[src/rtl/uart_rx.sv]
// ============================================================================
// uart_rx : 8N1-style UART receiver with mid-bit sampling and valid/ready out
// Revision: 1.0
// ============================================================================
`default_nettype none

module uart_rx #(
  parameter int DATA_WIDTH = 8,
  parameter int BAUD_RATE  = 115200,
  parameter int CLK_FREQ   = 100_000_000
) (
  input  logic                  clk,
  input  logic                  rst,
  input  logic                  sig,
  output logic [DATA_WIDTH-1:0] data,
  output logic                  valid,
  input  logic                  ready,
  output logic                  frame_err,
  output logic                  overrun,
  output logic                  busy
);

  localparam int PULSE_WIDTH = CLK_FREQ / BAUD_RATE;
  localparam int HALF        = PULSE_WIDTH / 2;
  localparam int CW          = $clog2(PULSE_WIDTH);
  localparam int IW          = (DATA_WIDTH > 1) ? $clog2(DATA_WIDTH) : 1;

  localparam logic [CW-1:0] CNT_HALF = CW'(HALF - 1);
  localparam logic [CW-1:0] CNT_LAST = CW'(PULSE_WIDTH - 1);
  localparam logic [IW-1:0] IDX_LAST = IW'(DATA_WIDTH - 1);

  typedef enum logic [2:0] {
    IDLE      = 3'd0,
    START     = 3'd1,
    DATA      = 3'd2,
    STOP      = 3'd3,
    WAIT_IDLE = 3'd4
  } state_t;

  state_t                state;
  logic [CW-1:0]         cnt;
  logic [IW-1:0]         idx;
  logic [DATA_WIDTH-1:0] shift;
  logic                  sig_m;
  logic                  sig_s;

  always_ff @(posedge clk) begin
    if (rst) begin
      state     <= IDLE;
      cnt       <= '0;
      idx       <= '0;
      shift     <= '0;
      data      <= '0;
      valid     <= 1'b0;
      frame_err <= 1'b0;
      overrun   <= 1'b0;
      busy      <= 1'b0;
      sig_m     <= 1'b1;
      sig_s     <= 1'b1;
    end else begin
      sig_m     <= sig;
      sig_s     <= sig_m;
      frame_err <= 1'b0;
      overrun   <= 1'b0;

      // A consumed word drops valid unless a new frame reloads it below.
      if (valid && ready) valid <= 1'b0;

      case (state)
        IDLE: begin
          if (!sig_s) begin
            state <= START;
            cnt   <= '0;
            busy  <= 1'b1;
          end
        end

        START: begin
          if (cnt == CNT_HALF) begin
            cnt <= '0;
            if (!sig_s) begin
              state <= DATA;
              idx   <= '0;
            end else begin
              state <= IDLE;
              busy  <= 1'b0;
            end
          end else begin
            cnt <= cnt + 1'b1;
          end
        end

        DATA: begin
          if (cnt == CNT_LAST) begin
            cnt        <= '0;
            shift[idx] <= sig_s;
            if (idx == IDX_LAST) state <= STOP;
            else                 idx   <= idx + 1'b1;
          end else begin
            cnt <= cnt + 1'b1;
          end
        end

        STOP: begin
          if (cnt == CNT_LAST) begin
            cnt <= '0;
            if (sig_s) begin
              state <= IDLE;
              busy  <= 1'b0;
              if (!valid || ready) begin
                data  <= shift;
                valid <= 1'b1;
              end else begin
                overrun <= 1'b1;
              end
            end else begin
              frame_err <= 1'b1;
              state     <= WAIT_IDLE;
            end
          end else begin
            cnt <= cnt + 1'b1;
          end
        end

        // Hold off until the line returns high so a break is not re-framed.
        WAIT_IDLE: begin
          if (sig_s) begin
            state <= IDLE;
            busy  <= 1'b0;
          end
        end

        default: begin
          state <= IDLE;
          busy  <= 1'b0;
        end
      endcase
    end
  end

endmodule

`default_nettype wire

[config.mk]
export PLATFORM = sky130hd
export DESIGN_NAME = uart_rx
export DESIGN_NICKNAME = d
export VERILOG_FILES = /design/src/rtl/uart_rx.sv
export SDC_FILE = /design/constraint.sdc
export NUM_CORES = 1
export LEC_CHECK = 0
export ABC_AREA = 1
export CAP_MARGIN = 40
export CORE_MARGIN = 5
export CORE_UTILIZATION = 30
export CTS_CLUSTER_SIZE = 30
export DETAILED_ROUTE_END_ITERATION = 10
export GPL_ROUTABILITY_DRIVEN = 0
export PLACE_DENSITY = 0.5
export SLEW_MARGIN = 30
export SYNTH_ARGS = -nofsm -noshare
export SYNTH_HDL_FRONTEND = slang
export SYNTH_SLANG_ARGS = --single-unit
[constraint.sdc]
create_clock -name clk -period 3.65 [get_ports clk]
set_input_delay 0.73 -clock clk [delete_from_list [all_inputs] [get_ports clk]]
set_output_delay 0.73 -clock clk [all_outputs]
set_load 0.01 [all_outputs]
==> impl_metrics.env, run 1 <==
export IMPL_cts_tree="done"
export IMPL_drive_gt1_frac=0.119
export IMPL_final_setup_worst_slack_ns=1.69
export IMPL_routedWlPerCell_um=11.6
export IMPL_n_antenna_cell=0
export IMPL_antenna_found_initial=0
export IMPL_dpl_hpwl_mm=3.03
export IMPL_num_vias=1629
export IMPL_yosysSeqAreaShare=0.410
export IMPL_synthArstFlopShare=0
export IMPL_cts_buffers=5
export IMPL_holdPathStages=1
export IMPL_yosys_warnings=0
export IMPL_clkSlewWorstSetupHoldPaths_ns=0.07
export IMPL_coreArea_mm2=0.00596
export IMPL_max_vdd_ir_drop_uv=189
export IMPL_total_leakage_power_nw=0.868
export IMPL_fin_crit_sh=0.537
export IMPL_crit_reg2reg_launch="cnt[0]"
export IMPL_syn2layout_area_growth_pct=16.6
export IMPL_setup_violations=0
export IMPL_route_antenna_remaining_nets=0
export IMPL_cts_sinks=38
export IMPL_cp_max_fo=21
export IMPL_synthCells=260
export IMPL_critPathCaptureType="register"
export IMPL_pre_cts_ws_ns=1.35
export IMPL_worstReg2RegEnd="data[1]"
export IMPL_dr_pass1_iters=4
export IMPL_timing_fmax_mhz=510
export IMPL_drc=0
export IMPL_row_count=28
export IMPL_r2r_slack_ns=1.86
export IMPL_slew_viol_final=0
export IMPL_grt_pass1_vias=1551
export IMPL_grt_first_pass_wirelength_mm=7.31
export IMPL_ys_ff_latch=38
export IMPL_die_area_mm2=0.00786
export IMPL_avgViaCountPerCell=4.61
export IMPL_finalSetupTns_ns=0
export IMPL_wl_mm=4.08
export IMPL_ys_types=26
export IMPL_synth_net_count=268
export IMPL_die_w_um=88.7
export IMPL_p_per_area_mw_per_mm2=474
export IMPL_cp_num_cells=5
export IMPL_ff2ff_path_depth=7
export IMPL_multi_input_comb_area_um2=940
export IMPL_required_ns=3.87
export IMPL_cts_root_buf="clkbuf_8"
export IMPL_min_from="sig_m"
export IMPL_cts_setup_buffers=0
export IMPL_nNetsFinal=286
export IMPL_synth_edff_count=0
export IMPL_clkLatencyLatePin_ns=0.28
export IMPL_min_to="sig_s"
export IMPL_maxCapViolations=0
export IMPL_start_util=0.312
export IMPL_grt_util_all_layers=0.118
export IMPL_hp_class="register to register"
export IMPL_io_buffers=15
export IMPL_fin_skew_ns=0.00285
export IMPL_hold_buffers=0
export IMPL_slowest_delay_ns=0.49
export IMPL_ctsResizeCount=0
export IMPL_filler_cell_count=678
export IMPL_crit_slowest_cell="inv_1"
export IMPL_cp_start_kind="input port"
export IMPL_synth_area_per_cell_um2=7.14
export IMPL_grt_max_degree=22
export IMPL_slew_headroom=0.576
export IMPL_grt_overflow=0
export IMPL_die_y_um=88.7
export IMPL_status="completed"
export IMPL_worstPathArrival_ns=2.18
export IMPL_finalCriticalPeriod_ns=1.96
export IMPL_clk_path_buf_depth=2
export IMPL_io_pins=16
export IMPL_finalHoldViolCount=0
export IMPL_path_buf_inv=3
export IMPL_final_seq_area_um2=761
export IMPL_grt_setup_unrepaired="no"
export IMPL_netlist_area_mm2=0.00186
export IMPL_cp_top_family="buffers and inverters"
export IMPL_crit_chain="clkdlybuf4s50_1 -> buf_4 -> inv_1 -> nand2_1 -> a21oi_1"
export IMPL_cts_htree_levels=2
export IMPL_synthFlopType="dfxtp_1"
export IMPL_worstSetupPathType="input port to register"
export IMPL_worst_pin_slew_ns=0.635
export IMPL_drt_iter0_drc=80
[layout make-up]
class / count / area share
multi-input combinational: 181 / 0.434
inverter: 36 / 0.0624
clock buffer: 5 / 0.0318
tap: 75 / 0.0433
clock inverter: 2 / 0.00462
timing repair buffer: 16 / 0.0728
sequential: 38 / 0.351
[state kept, by name, summed over array words and instances, names as in the netlist]
register / cells
busy: 1
cnt: 10
data: 8
frame_err: 1
idx: 3
overrun: 1
shift: 8
sig_m: 1
sig_s: 1
state: 3
valid: 1
[power by group]
| part | switching [mW] | leakage [nW] | internal, mW |
|---|---|---|---|
| logic | 0.198 | 0.517 | 0.0937 |
| registers | 0.0281 | 0.307 | 0.435 |
| clock network | 0.142 | 0.0438 | 0.128 |
[routing by layer]
layer	wire [um]	track usage	vias to the layer above	part of all wire
li1	-	-	878	-
met1	2010	0.162	726	0.49
met2	1860	0.185	23	0.45
met3	185	0.0270	2	0.045
met4	33	0.0371	0	0.0081
met5	0	0	-	0
[per-stage QoR]
step	cell area (um^2)	utilization	power, mW	cells	hold slack, ns
floorplan	1860	-	0.692	260	0.389
global placement	2090	0.350	0.765	346	0.393
detailed placement	2090	0.350	0.768	346	0.402
CTS	2170	0.364	1.04	353	0.421
global route	2170	0.364	1.11	353	0.450
finish	2170	0.364	1.03	353	0.416
[layout by cell type, fill, tap and decap left out, drive strengths merged, types with 3 or more instances in the layout]
cell type / netlist / final
nand2: 57 / 57
dfxtp: 38 / 38
inv: 36 / 36
nor2: 30 / 30
a21oi: 25 / 25
nand3: 22 / 22
o21ai: 18 / 18
clkdlybuf4s50: 0 / 15
nand4: 9 / 9
nor3: 7 / 7
clkbuf: 3 / 5
ha: 4 / 4
or2: 3 / 3
[logic make-up after synthesis]
family,synth area share
AOI/OAI and AO/OA,0.124
xor gates and xnor gates,0.0142
adders and majority gates,0.0270
buffers and inverters,0.0842
DFF,0.410
and+or+nand+nor,0.341
[cells in the mapped netlist (4+ instances only)]
library cell / n / area, um^2
o21ai_1: 11 / 55.1
nand3_1: 22 / 110
nand4_1: 9 / 56.3
nand2_2: 7 / 43.8
ha_1: 4 / 50.1
inv_1: 30 / 113
dfxtp_1: 38 / 761
nand2_1: 49 / 184
nor2_1: 26 / 97.6
o21ai_0: 7 / 35.0
inv_2: 6 / 22.5
a21oi_1: 25 / 125
[how the worst max path moves through the flow]
| stage | startpoint | to | slack, ns |
|---|---|---|---|
| after detailed placement | rst | cnt[0] | 1.35 |
| after global placement | rst | cnt[0] | 1.38 |
| after CTS | rst | cnt[6] | 1.66 |
| final | rst | cnt[0] | 1.69 |
| after floorplan | cnt[0] | state[1] | 2.16 |
| after global routing | rst | cnt[6] | 1.53 |
Note: power is estimated with default switching activity, not from simulation.
==> run 2, diff against run 1 <==
--- a/config.mk
+++ b/config.mk
@@ -12,7 +12,7 @@
 export CTS_CLUSTER_SIZE = 30
 export DETAILED_ROUTE_END_ITERATION = 10
 export GPL_ROUTABILITY_DRIVEN = 0
-export PLACE_DENSITY = 0.5
+export PLACE_DENSITY = 0.52
 export SLEW_MARGIN = 30
 export SYNTH_ARGS = -nofsm -noshare
 export SYNTH_HDL_FRONTEND = slang
==> constraint.sdc (replaced) <==
create_clock -name clk -period 1.7 [get_ports clk]
set_input_delay 0.34 -clock clk [delete_from_list [all_inputs] [get_ports clk]]
set_output_delay 0.34 -clock clk [all_outputs]
set_load 0.01 [all_outputs]
==> impl_metrics.env, run 2 (synthesized netlist as in run 1, its figures left out) <==
export IMPL_clk_path_buf_depth=2
export IMPL_grt_setup_unrepaired="no"
export IMPL_top_regs="cnt: 10 flops, data: 8 flops, shift: 8 flops"
export IMPL_grt_pass1_vias=1565
export IMPL_grt_max_degree=15
export IMPL_p_per_area_mw_per_mm2=1020
export IMPL_critPathCaptureType="output port"
export IMPL_syn2layout_area_growth_pct=20.6
export IMPL_fin_skew_ns=0.00392
export IMPL_grt_overflow=0
export IMPL_multi_input_comb_area_um2=948
export IMPL_slew_headroom=0.699
export IMPL_cp_start_kind="register"
export IMPL_nNetsFinal=292
export IMPL_setup_violations=0
export IMPL_coreArea_mm2=0.00596
export IMPL_num_vias=1664
export IMPL_worst_pin_slew_ns=0.450
export IMPL_maxCapViolations=0
export IMPL_status="completed"
export IMPL_drt_iter0_drc=58
export IMPL_antenna_found_initial=0
export IMPL_routedWlPerCell_um=11.2
export IMPL_cts_root_buf="clkbuf_8"
export IMPL_clkSlewWorstSetupHoldPaths_ns=0.08
export IMPL_dr_pass1_iters=4
export IMPL_row_count=28
export IMPL_avgViaCountPerCell=4.62
export IMPL_slowest_delay_ns=0.55
export IMPL_wl_mm=4.02
export IMPL_crit_slowest_cell="clkdlybuf4s50_1"
export IMPL_top_usage_layer="met2"
export IMPL_cts_sinks=38
export IMPL_required_ns=1.36
export IMPL_io_buffers=15
export IMPL_worstPathArrival_ns=1.19
export IMPL_final_seq_area_um2=763
export IMPL_cts_htree_levels=2
export IMPL_die_y_um=88.7
export IMPL_max_vdd_ir_drop_uv=353
export IMPL_slew_viol_final=0
export IMPL_cts_tree="done"
export IMPL_n_antenna_cell=0
export IMPL_grt_first_pass_wirelength_mm=7.03
export IMPL_clkLatencyLatePin_ns=0.29
export IMPL_worstSetupPathType="register to output port"
export IMPL_die_area_mm2=0.00786
export IMPL_fin_cells=360
export IMPL_dp_cells=352
export IMPL_io_pins=16
export IMPL_hold_buffers=0
export IMPL_crit_chain="clkdlybuf4s50_1"
export IMPL_cts_buffers=5
export IMPL_path_buf_inv=1
export IMPL_route_antenna_remaining_nets=0
export IMPL_final_common_cell="nand2_1"
export IMPL_grt_util_all_layers=0.115
export IMPL_cp_top_family="buffers and inverters"
export IMPL_drc=0
export IMPL_die_w_um=88.7
export IMPL_timing_fmax_mhz=652
export IMPL_grtUsageMet2=0.169
export IMPL_fin_crit_sh=0.902
export IMPL_drive_gt1_frac=0.158
export IMPL_gr_usage_met1=0.157
export IMPL_start_util=0.312
export IMPL_hp_class="register to register"
export IMPL_regMostFlops="cnt"
export IMPL_filler_cell_count=647
export IMPL_dpl_hpwl_mm=3.00
export IMPL_cp_max_fo=2
export IMPL_finalHoldViolCount=0
export IMPL_finalCriticalPeriod_ns=1.53
export IMPL_mostFrequentLayoutCells="48 x nand2_1, 36 x dfxtp_1, 30 x inv_1"
export IMPL_finalSetupTns_ns=0
export IMPL_largest_register_ffs=10
export IMPL_use_met3=0.0307
export IMPL_total_leakage_power_nw=0.902
[run 2: changes by cell type in the layout (fill, tap and decap cells not counted)]
cell        delta
a21oi_2        +1
clkinv_2       -1
clkinvlp_4     +1
dfxtp_2        +2
nand2_2        +1
buf_4          +6
nor2_1         -1
nand2_1        -1
a21oi_1        -1
dfxtp_1        -2
clkbuf_8       +1
nor2_2         +1
[run 2: through the flow]
stage	utilization	total power, mW	instance area, um^2	hold slack [ns]	setup slack [ns]
after floorplan	-	1.49	1860	0.389	0.213
after global placement	0.358	1.64	2130	0.393	0.0772
after detailed placement	0.358	1.64	2130	0.401	0.0403
after CTS	0.374	2.30	2230	0.420	0.0139
after global routing	0.376	2.45	2240	0.430	0.00197
final	0.376	2.27	2240	0.414	0.167
[run 2: final timing paths]
kind | slack, ns | from | end | depth (start not counted)
min reg2reg | 0.41 | sig_m | sig_s | 1
max reg2reg | 0.18 | cnt[0] | data[7] | 7
max | 0.17 | data[7] | data[7] | 1
min | 0.41 | sig_m | sig_s | 1
[run 2: cell type report]
type                            count  area share
Timing Repair Buffer               22      0.0906
Multi-Input combinational cell    181       0.424
Clock buffer                        6      0.0369
Tap cell                           75      0.0419
Clock inverter                      2     0.00559
Sequential cell                    38       0.341
Inverter                           36      0.0604
[run 2: what timing repair did]
action / 4_1_cts / 5_1_grt
setup endpoints to repair: 0 / 26
hold endpoints to repair: 0 / 0
gates resized for setup: 0 / 5
setup buffers: 0 / 0
[run 2: report_power, final]
group | switching (mW) | internal (mW) | total, mW | leakage (nW)
Sequential | 0.0548 | 0.936 | 0.991 | 0.308
Clock | 0.321 | 0.326 | 0.647 | 0.0472
Combinational | 0.425 | 0.211 | 0.636 | 0.547
Total | 0.801 | 1.47 | 2.27 | 0.902
[run 2: per-layer routing]
metal / vias up / wire length [um] / part of all wire
met1: 734 / 2090 / 0.52
li1: 895 / - / -
met2: 25 / 1670 / 0.41
met5: - / 0 / 0
met4: 0 / 97 / 0.024
met3: 10 / 165 / 0.041
==> run 3, diff against run 2 <==
--- a/config.mk
+++ b/config.mk
@@ -7,13 +7,12 @@
 export LEC_CHECK = 0
 export ABC_AREA = 1
 export CAP_MARGIN = 40
-export CORE_MARGIN = 5
 export CORE_UTILIZATION = 30
 export CTS_CLUSTER_SIZE = 30
 export DETAILED_ROUTE_END_ITERATION = 10
 export GPL_ROUTABILITY_DRIVEN = 0
 export PLACE_DENSITY = 0.52
-export SLEW_MARGIN = 30
+export SLEW_MARGIN = 20
 export SYNTH_ARGS = -nofsm -noshare
 export SYNTH_HDL_FRONTEND = slang
 export SYNTH_SLANG_ARGS = --single-unit
==> impl_metrics.env, run 3 (synthesized netlist as in run 1, its figures left out) <==
export IMPL_slew_headroom=0.710
export IMPL_clkSlewWorstSetupHoldPaths_ns=0.08
export IMPL_required_ns=1.92
export IMPL_postLayoutCellArea_mm2=0.00231
export IMPL_final_common_cell="nand2_1"
export IMPL_regMostFlops="cnt"
export IMPL_critPathLaunch="cnt[0]"
export IMPL_clk_path_buf_depth=2
export IMPL_min_from="sig_m"
export IMPL_worstSetupPathType="register to register"
export IMPL_dpl_hpwl_mm=2.87
export IMPL_grt_util_all_layers=0.135
export IMPL_wl_mm=4.01
export IMPL_setup_violations=0
export IMPL_cp_max_fo=8
export IMPL_num_vias=1672
export IMPL_utilization=0.387
export IMPL_placed_cell_area_mm2=0.00214
export IMPL_grt_first_pass_wirelength_mm=6.58
export IMPL_grt_setup_unrepaired="no"
export IMPL_hold_buffers=0
export IMPL_worstPathArrival_ns=1.77
export IMPL_largest_register_ffs=10
export IMPL_die_w_um=80.7
export IMPL_start_util=0.312
export IMPL_critPathCaptureType="register"
export IMPL_filler_cell_count=635
export IMPL_io_buffers=15
export IMPL_finalHoldViolCount=0
export IMPL_grt_pass1_vias=1450
export IMPL_fin_crit_sh=0.908
export IMPL_maxCapViolations=0
export IMPL_coreArea_mm2=0.00596
export IMPL_cts_htree_levels=2
export IMPL_fin_skew_ns=0.00492
export IMPL_status="completed"
export IMPL_clkLatencyLatePin_ns=0.29
export IMPL_grt_overflow=0
export IMPL_n_antenna_cell=0
export IMPL_drc=0
export IMPL_avgViaCountPerCell=4.64
export IMPL_antenna_found_initial=0
export IMPL_mostFrequentLayoutCells="48 x nand2_1, 36 x dfxtp_1, 29 x inv_1"
export IMPL_cts_root_buf="clkbuf_8"
export IMPL_grt_max_degree=22
export IMPL_finalSetupTns_ns=0
export IMPL_die_y_um=80.7
export IMPL_row_count=28
export IMPL_cts_buffers=5
export IMPL_nNetsFinal=292
export IMPL_drive_gt1_frac=0.158
export IMPL_cts_sinks=38
export IMPL_route_antenna_remaining_nets=0
export IMPL_cts_tree="done"
export IMPL_crit_reg2reg_launch="cnt[0]"
export IMPL_slew_viol_final=0
export IMPL_p_per_area_mw_per_mm2=1120
export IMPL_cp_start_kind="register"
export IMPL_drt_iter0_drc=77
export IMPL_finalCriticalPeriod_ns=1.54
export IMPL_dr_pass1_iters=4
export IMPL_total_leakage_power_nw=0.932
export IMPL_hp_class="register to register"
export IMPL_multi_input_comb_area_um2=945
export IMPL_holdWs_ns=0.413
export IMPL_timing_fmax_mhz=648
export IMPL_max_vdd_ir_drop_uv=468
export IMPL_worst_pin_slew_ns=0.433
export IMPL_syn2layout_area_growth_pct=24.3
export IMPL_final_setup_worst_slack_ns=0.156
export IMPL_top_regs="cnt: 10 flops, data: 8 flops, shift: 8 flops"
export IMPL_routedWlPerCell_um=11.1
export IMPL_pre_cts_ws_ns=0.0152
export IMPL_die_area_mm2=0.00651
export IMPL_io_pins=16
export IMPL_final_seq_area_um2=763
run 3: report_power, final:
| group | leakage (nW) | switching, mW | total, mW | internal [mW] |
|---|---|---|---|---|
| Combinational | 0.553 | 0.420 | 0.633 | 0.213 |
| Sequential | 0.308 | 0.0563 | 0.992 | 0.936 |
| Clock | 0.0714 | 0.333 | 0.960 | 0.626 |
run 3: area by class of cell:
type                            instances  share of cell area
Timing Repair Buffer                   22              0.0987
Tap cell                               75              0.0407
Sequential cell                        38               0.331
Multi-Input combinational cell        181               0.409
Clock buffer                            6              0.0358
Clock inverter                          2              0.0260
Inverter                               36              0.0586
run 3: worst paths after layout:
check	endpoint	slack, ns	cells past startpoint
worst min-delay path	sig_s	0.41	1
worst min register to register	sig_s	0.41	1
worst max-delay path	state[2]	0.16	9
worst max register to register	state[2]	0.16	9
run 3: timing repair:
| action | CTS | global route |
|---|---|---|
| pin swaps | 1 | 2 |
| buffers inserted | 0 | 1 |
| setup endpoints to repair | 1 | 28 |
| gates resized for setup | 0 | 5 |
run 3: critical path, cell delays in order, from the launching register on:
cell	delay [ns]
dfxtp_2	0.37
ha_1	0.18
nand3_1	0.09
nor2_2	0.13
nand2_4	0.13
nand2_1	0.12
nand2_1	0.07
nor2_2	0.15
nand3_1	0.08
a21oi_1	0.14
run 3: routing by layer:
metal | track usage | routed length (um)
met1 | 0.185 | 2110
met2 | 0.197 | 1670
met3 | 0.0341 | 138
met4 | 0.0589 | 82
met5 | 0 | 0
run 3: per-stage QoR:
step | std cells | total power, mW
final | 360 | 2.58
after global routing | 360 | 2.74
after floorplan | 260 | 1.49
after CTS | 359 | 2.60
after global placement | 351 | 1.64
after detailed placement | 351 | 1.64
